===== config.mk =====
export PLATFORM = sky130hd
export DESIGN_NAME = surf_wb_fanout
export DESIGN_NICKNAME = d
export VERILOG_FILES = /design/src/rtl/surf_wb_fanout.sv
export SDC_FILE = /design/constraint.sdc
export NUM_CORES = 1
export LEC_CHECK = 0
export ABC_CLOCK_PERIOD_IN_PS = 2870
export BUFFER_PORTS_ARGS = -buffer_cell sky130_fd_sc_hd__buf_2
export CAP_MARGIN = 10
export CORE_AREA = 2 2 206 208
export CTS_BUF_LIST = sky130_fd_sc_hd__clkbuf_2
export DETAILED_ROUTE_END_ITERATION = 8
export DIE_AREA = 0 0 208 210
export HOLD_SLACK_MARGIN = 0.08
export PLACE_DENSITY = 0.53
export SLEW_MARGIN = 20
export SYNTH_ARGS = -nofsm -noshare
export SYNTH_HDL_FRONTEND = slang
export SYNTH_SLANG_ARGS = --single-unit

===== constraint.sdc =====
create_clock -name wb_clk_i -period 2.87 [get_ports wb_clk_i]
set_clock_uncertainty 0.2 [all_clocks]
set_input_delay 0.1435 -clock wb_clk_i [delete_from_list [all_inputs] [get_ports wb_clk_i]]
set_output_delay 0.1435 -clock wb_clk_i [all_outputs]
set_load 0.005 [all_outputs]

===== src/rtl/surf_wb_fanout.sv =====
// Classic Wishbone 1-to-N fanout with an optional high-half port, a per-access wait timeout,
// and timeout statistics. Every request and response is registered; one transaction at a time.
module surf_wb_fanout #(
  parameter int unsigned NPORTS         = 8,
  parameter int unsigned SUB_ADR_BITS   = 6,
  parameter int unsigned ADR_WIDTH      = 12,
  parameter bit          HI_PORT_EN     = 1'b1,
  parameter int unsigned TIMEOUT_CYCLES = 255
) (
  input  logic                      wb_clk_i,
  input  logic                      wb_rst_n_i,
  input  logic                      wb_cyc_i,
  input  logic                      wb_stb_i,
  input  logic                      wb_we_i,
  input  logic [ADR_WIDTH-1:0]      wb_adr_i,
  input  logic [31:0]               wb_dat_i,
  input  logic [3:0]                wb_sel_i,
  output logic                      wb_ack_o,
  output logic                      wb_err_o,
  output logic                      wb_rty_o,
  output logic [31:0]               wb_dat_o,
  output logic [NPORTS-1:0]         m_cyc_o,
  output logic [NPORTS-1:0]         m_stb_o,
  output logic                      m_we_o,
  output logic [SUB_ADR_BITS-1:0]   m_adr_o,
  output logic [31:0]               m_dat_o,
  output logic [3:0]                m_sel_o,
  input  logic [NPORTS-1:0]         m_ack_i,
  input  logic [NPORTS-1:0]         m_err_i,
  input  logic [32*NPORTS-1:0]      m_dat_i,
  output logic                      h_cyc_o,
  output logic                      h_stb_o,
  output logic                      h_we_o,
  output logic [ADR_WIDTH-2:0]      h_adr_o,
  output logic [31:0]               h_dat_o,
  output logic [3:0]                h_sel_o,
  input  logic                      h_ack_i,
  input  logic                      h_err_i,
  input  logic [31:0]               h_dat_i,
  input  logic                      clear_stats_i,
  output logic [15:0]               timeout_count_o,
  output logic [4:0]                last_timeout_port_o
);

  localparam int unsigned IDX   = (NPORTS > 2) ? $clog2(NPORTS) : 1;
  localparam int unsigned WAITW = 16;
  localparam logic [31:0] ERR_DATA   = 32'hDEADBEEF;
  localparam logic [4:0]  HI_PORT_ID = 5'd16;

  typedef enum logic [1:0] {IDLE, ACCESS, RESP} state_e;

  state_e                 state_q, state_d;
  logic [ADR_WIDTH-2:0]   adr_q, adr_d;
  logic [31:0]            wdat_q, wdat_d;
  logic [3:0]             sel_q, sel_d;
  logic                   we_q, we_d;
  logic                   hi_q, hi_d;
  logic [IDX-1:0]         idx_q, idx_d;
  logic [NPORTS-1:0]      m_req_q, m_req_d;
  logic                   h_req_q, h_req_d;
  logic                   ack_q, ack_d;
  logic                   err_q, err_d;
  logic [31:0]            rdat_q, rdat_d;
  logic [WAITW-1:0]       wait_q, wait_d;
  logic [15:0]            tcnt_q, tcnt_d;
  logic [4:0]             tport_q, tport_d;

  logic                   req_hi, req_bad, timeout_hit;
  logic [IDX-1:0]         req_idx;
  logic [NPORTS-1:0]      req_onehot;
  logic                   rsp_ack, rsp_err;
  logic [31:0]            rsp_dat;

  // Target decode of the incoming upstream address
  always_comb begin
    req_hi  = HI_PORT_EN && wb_adr_i[ADR_WIDTH-1];
    req_idx = wb_adr_i[SUB_ADR_BITS +: IDX];
    req_bad = !req_hi && (32'(req_idx) >= NPORTS);
    req_onehot = '0;
    for (int p = 0; p < int'(NPORTS); p++) begin
      req_onehot[p] = !req_hi && (req_idx == IDX'(p));
    end
  end

  // Response mux from the currently selected downstream port
  always_comb begin
    rsp_ack = h_ack_i;
    rsp_err = h_err_i;
    rsp_dat = h_dat_i;
    if (!hi_q) begin
      rsp_ack = 1'b0;
      rsp_err = 1'b0;
      rsp_dat = '0;
      for (int p = 0; p < int'(NPORTS); p++) begin
        if (idx_q == IDX'(p)) begin
          rsp_ack = m_ack_i[p];
          rsp_err = m_err_i[p];
          rsp_dat = m_dat_i[32*p +: 32];
        end
      end
    end
  end

  always_comb begin
    state_d     = state_q;
    adr_d       = adr_q;
    wdat_d      = wdat_q;
    sel_d       = sel_q;
    we_d        = we_q;
    hi_d        = hi_q;
    idx_d       = idx_q;
    m_req_d     = m_req_q;
    h_req_d     = h_req_q;
    ack_d       = 1'b0;
    err_d       = 1'b0;
    rdat_d      = rdat_q;
    wait_d      = wait_q;
    tcnt_d      = tcnt_q;
    tport_d     = tport_q;
    timeout_hit = 1'b0;

    unique case (state_q)
      IDLE: begin
        if (wb_cyc_i && wb_stb_i) begin
          adr_d  = wb_adr_i[ADR_WIDTH-2:0];
          wdat_d = wb_dat_i;
          sel_d  = wb_sel_i;
          we_d   = wb_we_i;
          hi_d   = req_hi;
          idx_d  = req_idx;
          wait_d = '0;
          if (req_bad) begin
            err_d   = 1'b1;
            rdat_d  = ERR_DATA;
            state_d = RESP;
          end else begin
            m_req_d = req_onehot;
            h_req_d = req_hi;
            state_d = ACCESS;
          end
        end
      end
      ACCESS: begin
        // Upstream abort beats any same-cycle downstream response
        if (!wb_cyc_i) begin
          m_req_d = '0;
          h_req_d = 1'b0;
          state_d = IDLE;
        end else if (rsp_err) begin
          m_req_d = '0;
          h_req_d = 1'b0;
          err_d   = 1'b1;
          rdat_d  = ERR_DATA;
          state_d = RESP;
        end else if (rsp_ack) begin
          m_req_d = '0;
          h_req_d = 1'b0;
          ack_d   = 1'b1;
          rdat_d  = rsp_dat;
          state_d = RESP;
        end else if (wait_q == WAITW'(TIMEOUT_CYCLES - 1)) begin
          m_req_d     = '0;
          h_req_d     = 1'b0;
          err_d       = 1'b1;
          rdat_d      = ERR_DATA;
          timeout_hit = 1'b1;
          state_d     = RESP;
        end else begin
          wait_d = wait_q + WAITW'(1);
        end
      end
      RESP: begin
        state_d = IDLE;
      end
      default: begin
        state_d = IDLE;
        m_req_d = '0;
        h_req_d = 1'b0;
      end
    endcase

    if (clear_stats_i) begin
      tcnt_d  = '0;
      tport_d = '0;
    end else if (timeout_hit) begin
      if (tcnt_q != 16'hFFFF) tcnt_d = tcnt_q + 16'd1;
      tport_d = hi_q ? HI_PORT_ID : 5'(idx_q);
    end
  end

  always_ff @(posedge wb_clk_i or negedge wb_rst_n_i) begin
    if (!wb_rst_n_i) begin
      state_q <= IDLE;
      adr_q   <= '0;
      wdat_q  <= '0;
      sel_q   <= '0;
      we_q    <= 1'b0;
      hi_q    <= 1'b0;
      idx_q   <= '0;
      m_req_q <= '0;
      h_req_q <= 1'b0;
      ack_q   <= 1'b0;
      err_q   <= 1'b0;
      rdat_q  <= '0;
      wait_q  <= '0;
      tcnt_q  <= '0;
      tport_q <= '0;
    end else begin
      state_q <= state_d;
      adr_q   <= adr_d;
      wdat_q  <= wdat_d;
      sel_q   <= sel_d;
      we_q    <= we_d;
      hi_q    <= hi_d;
      idx_q   <= idx_d;
      m_req_q <= m_req_d;
      h_req_q <= h_req_d;
      ack_q   <= ack_d;
      err_q   <= err_d;
      rdat_q  <= rdat_d;
      wait_q  <= wait_d;
      tcnt_q  <= tcnt_d;
      tport_q <= tport_d;
    end
  end

  assign wb_ack_o            = ack_q;
  assign wb_err_o            = err_q;
  assign wb_rty_o            = 1'b0;
  assign wb_dat_o            = rdat_q;
  assign m_cyc_o             = m_req_q;
  assign m_stb_o             = m_req_q;
  assign m_we_o              = we_q;
  assign m_adr_o             = adr_q[SUB_ADR_BITS-1:0];
  assign m_dat_o             = wdat_q;
  assign m_sel_o             = sel_q;
  assign h_cyc_o             = h_req_q;
  assign h_stb_o             = h_req_q;
  assign h_we_o              = we_q;
  assign h_adr_o             = adr_q;
  assign h_dat_o             = wdat_q;
  assign h_sel_o             = sel_q;
  assign timeout_count_o     = tcnt_q;
  assign last_timeout_port_o = tport_q;

endmodule


==> results.md, run 1 <==
* Avg Cell Area, Syn at 8.31 um2
* Adder-Cell Fraction of Synth Area at 0.437%
* Die W at 208 um
* Initial Utilization at 20.7%
* Post-synth EDFFs at 0
* Number of synthesized register bits at 130
* Total CTS buffers at 17
* Root buffer cell: clkbuf_2
* Synth Area in Simple Gates at 20.0%
* Compound-gate portion of the synthesized area at 22.4%
* Sequential element share of the synthesized area at 37.8%
* Post-Synthesis Cells at 1034
* HPWL Detailed at 32600 um
* Yosys Warn Count at 0
* Syn Std Cell Area at 8600 um2
* Failed at: 4_1_cts
* Largest family of logic cells by synthesized area: compound AO/OA/AOI/OAI gates
* IO Port Bufs at 522
* Mux contribution to synthesized area at 9.90%
* Ys flop type: dfrtp_1
* RD Place Congestion at 0.922
* Synth cell types at 56
* Postcts setup bufs at 0
* Placed cell area at 11600 um2
* Htree depth at 4
* # hold bufs at CTS at 406
* Die height at 210 um
* I/O Pins at 525
* TritonCTS Sinks at 130
* Asr flop ratio synth at 100%
* Cts repair resizes at 0
* XOR/XNOR Fraction of Synth Area at 0.102%
* Site Rows at 75
* Clock buffer depth at 2
* Outcome: aborted with a tool error
* First Error: [ERROR RSZ-0060] Max buffer count reached.
[per-stage QoR]
stage / hold slack (ns) / worst slack, ns / std cells
after floorplan: -0.352 / 0.311 / 1035
after global placement: -0.0822 / 0.146 / 1996
after detailed placement: -0.0763 / 0.0722 / 1996
[Yosys cell counts, types with 8 or more instances]
master / n / area share (%)
o22ai_1: 33 / 2.4
dfrtp_1: 130 / 38
nand2_1: 218 / 9.5
clkbuf_1: 63 / 2.8
buf_4: 54 / 4.7
nand4_1: 13 / 0.95
nor2_1: 48 / 2.1
nand3_1: 40 / 2.3
a211oi_1: 46 / 4.0
mux2_2: 14 / 1.8
mux2i_1: 58 / 6.8
a21oi_1: 54 / 3.1
o22a_1: 22 / 2.2
o21ai_0: 50 / 2.9
buf_2: 15 / 0.87
inv_1: 16 / 0.70
o211ai_1: 25 / 2.2
a22o_1: 8 / 0.82
or4_1: 9 / 0.79
or3_1: 19 / 1.4
o31ai_1: 10 / 0.87
[logic make-up after synthesis]
group,count (synthesis)
mux,77
flops,130
other cells,1
compound gates,284
simple gates,384
xor+xnor,1
fa+ha+maj,3
buf+inv,154
==> run 2, diff against run 1 <==
CTS_BUF_LIST = default   (was sky130_fd_sc_hd__clkbuf_2)
HOLD_SLACK_MARGIN = default   (was 0.08)
PLACE_DENSITY = default   (was 0.53)
PLACE_DENSITY_LB_ADDON = 0.15   (was default)
==> run 2 against run 1 <==
Compared with the run above: the run now ends clean; area after synthesis did not move; synthesized cell count did not move.
==> results.md, run 2 <==
* Hold_ws at 0.0233 ns
* Yosys Warn Count at 0 (unchanged)
* Met3 routed WL at 2180 um
* DIE AREA at 43700 um2
* Drt drc at 0
* Final ANT Viol Nets at 0
* Crit path top cell by count: buf_4
* Element type at the critical path end: flip-flop
* Sequential element share of the synthesized area at 37.8% (unchanged)
* Critical-path top delay cell: dlygate4sd3_1
* Die height at 210 um (unchanged)
* Grt total ovfl at 0
* R2r endpoint: wb_dat_o[31]
* Clock buffer depth at 2 (unchanged)
* Asr flop ratio synth at 100% (unchanged)
* Compound-gate portion of the synthesized area at 22.4% (unchanged)
* Root buffer cell: clkbuf_16
* Max-Cap Viols at 0
* CTS tree: built
* Total power at 0.00846 W
* DR vias at 10089
* Vias in the first global route at 10356
* RD Place Congestion at 0.871 (-5.6%)
* TritonCTS Sinks at 130 (unchanged)
* Htree depth at 4 (unchanged)
* Mux contribution to synthesized area at 9.90% (unchanged)
* CP Cell Sequence: buf_4, nor2b_1, buf_4, nor2b_1, buf_4, a22o_1, dlygate4sd3_1, o32a_1
* Die W at 208 um (unchanged)
* Synth area leaders: dfrtp_1, nand2_1, mux2i_1
* First-pass DRT Iterations at 5
* M1 WL at 17200 um
* Area grow syn2layout at 57.5%
* Post-Synthesis Cells at 1034 (unchanged)
* Avg Cell Area, Syn at 8.31 um2 (unchanged)
* RSZ-0062 raised after global routing: no
* Post-synth top cells: nand2_1, dfrtp_1, clkbuf_1, mux2i_1
* Footprint of the multi-input gates at 4570 um2
* Synth cell types at 56 (unchanged)
* Slew Limit Fails at 0
* Routed len/inst at 19.5 um
* Setup Viol. Count Final at 0
* Reg-to-Reg Start: hi_q
* First-pass GRT wire length at 63000 um
* R2R depth at 8
* XOR/XNOR Fraction of Synth Area at 0.102% (unchanged)
* Adder-Cell Fraction of Synth Area at 0.437% (unchanged)
* Initial antenna violation count at 18
* Crit path time final at 2.79 ns
* Setup TNS at 0 ns
* Hold EP: wb_dat_o[24]
* Register Area at 3260 um2
* Pwr/cell area at 625 nW/um2
* Synth area leader: dfrtp_1
* Total CTS buffers at 17 (unchanged)
* Final Hold Fails at 0
* Metal2 WL at 21500 um
* I/O Pins at 525 (unchanged)
* Number of synthesized register bits at 130 (unchanged)
* Core area at 41500 um2
* Tcrit/Tclk final at 97.1%
* HPWL Detailed at 33400 um (+2.5%)
* Max-slew headroom at 57.5%
* Share of layout cells above drive strength 1 at 38.9%
* GRT Total Usage at 19.0%
* Hold depth at 5
* Syn Std Cell Area at 8600 um2 (unchanged)
* Drt total wl at 42300 um
* Nets at 1972
* Hold Crit Class: input pin to flip-flop
* Min-delay src: m_dat_i[152]
* Site Rows at 75 (unchanged)
* CP required at 2.99 ns
* Top-area cell type share of the netlist area at 37.8% (unchanged)
* Largest family of logic cells by synthesized area: compound AO/OA/AOI/OAI gates
* Largest net degree at the start of global routing at 78
* WS Path Type: flip-flop to flip-flop
* Post-synth EDFFs at 0 (unchanged)
* Initial Utilization at 20.7% (unchanged)
* Worst R2R Setup Slack at 0.08 ns
* Slew @ Worst Pin at 0.636 ns
* Count leader, synth: nand2_1
* Outcome: complete, no violations
* Critical Path Start Type: flip-flop
* Max Clock Freq at 359 MHz
* # fillers at 4473
* IO Port Bufs at 522 (unchanged)
* CP peak stage delay at 0.55 ns
* Vias per std cell at 4.65
* Clock Pin Slew Worst Setup and Hold Paths at 0.07 ns
* Most common cell after layout, fill and taps aside: buf_2
* LEAKAGE at 6.54 nW
* Highest metal used: met5
* Ys flop type: dfrtp_1
* CP max FO at 20
* Most frequent cells in the layout: buf_2, nand2_1, dfrtp_1
* Later-pin clock latency in the skew report at 0.43 ns
* Synth Area in Simple Gates at 20.0% (unchanged)
* DR iter-0 viols at 441
* Worst vdd rail ir drop at 295 uV
* Arrival @ worst endpoint at 2.91 ns
-- run 2: cell counts after synthesis --
Identical to the previous run, type by type.
-- run 2: timing repair --
action                                  CTS  global route
setup buffers                             0             0
hold buffers                            123             0
endpoints found under the setup margin    0             4
hold endpoints to repair                199             0
resized for setup                         0             1
-- run 2: worst max-delay path by stage --
stage	start	slack, ns	cells past startpoint	to
after global routing	hi_q	0.00006	8	wb_dat_o[31]
after global placement	wait_q[13]	0.17	7	timeout_count_o[9]
after CTS	hi_q	0.10	8	wb_dat_o[31]
after floorplan	h_adr_o[7]	0.31	9	wait_q[13]
final	hi_q	0.08	8	wb_dat_o[31]
after detailed placement	h_adr_o[8]	0.18	7	wb_dat_o[31]
-- run 2: critical path: cells and delay by family, from the launching register on --
| kind | cells | cell delay, ns |
|---|---|---|
| and+or+nand+nor | 2 | 0.22 |
| DFF | 1 | 0.52 |
| AOI/OAI and AO/OA | 2 | 0.51 |
| buffers and inverters | 4 | 1.20 |
-- run 2: area by class of cell --
type / instances / area share, %
Clock inverter: 14 / 1.49
Inverter: 18 / 0.499
Timing Repair Buffer: 691 / 31.8
Clock buffer: 18 / 3.17
Tap cell: 539 / 4.98
Multi-Input combinational cell: 751 / 33.8
Antenna cell: 9 / 0.166
Sequential cell: 130 / 24.1
-- run 2: report_power, final --
part	switching (W)	leakage (nW)	internal, W
Clock	0.000944	0.307	0.00147
Sequential	0.000314	1.62	0.00221
Combinational	0.00191	4.61	0.00161
-- run 2: per-layer routing --
layer / up-vias / track usage [%]
li1: 4863 / -
met1: 4810 / 22.2
met2: 362 / 33.6
met3: 48 / 3.93
met4: 6 / 8.14
met5: - / 0
-- run 2: logic make-up (layout without fill, tap and decap cells) --
family	Yosys count	count (layout)
buffers and inverters	154	741
and+or+nand+nor	384	384
AOI/OAI and AO/OA	284	284
adders and majority gates	3	3
other	1	11
DFF	130	130
muxes	77	77
xor gates and xnor gates	1	1
-- run 2: stage by stage --
step	worst slack, ns	std cells	utilization, %	area (um2)
2_1_floorplan	0.311	1035	-	8600
4_1_cts	0.101	2161	32.6	13500
3_3_place_gp	0.167	2006	28.1	11700
6_report	0.0821	2170	32.6	13500
5_1_grt	0.0000557	2168	32.6	13500
3_5_place_dp	0.181	2006	28.1	11700
(Power assumes the default switching activity.)
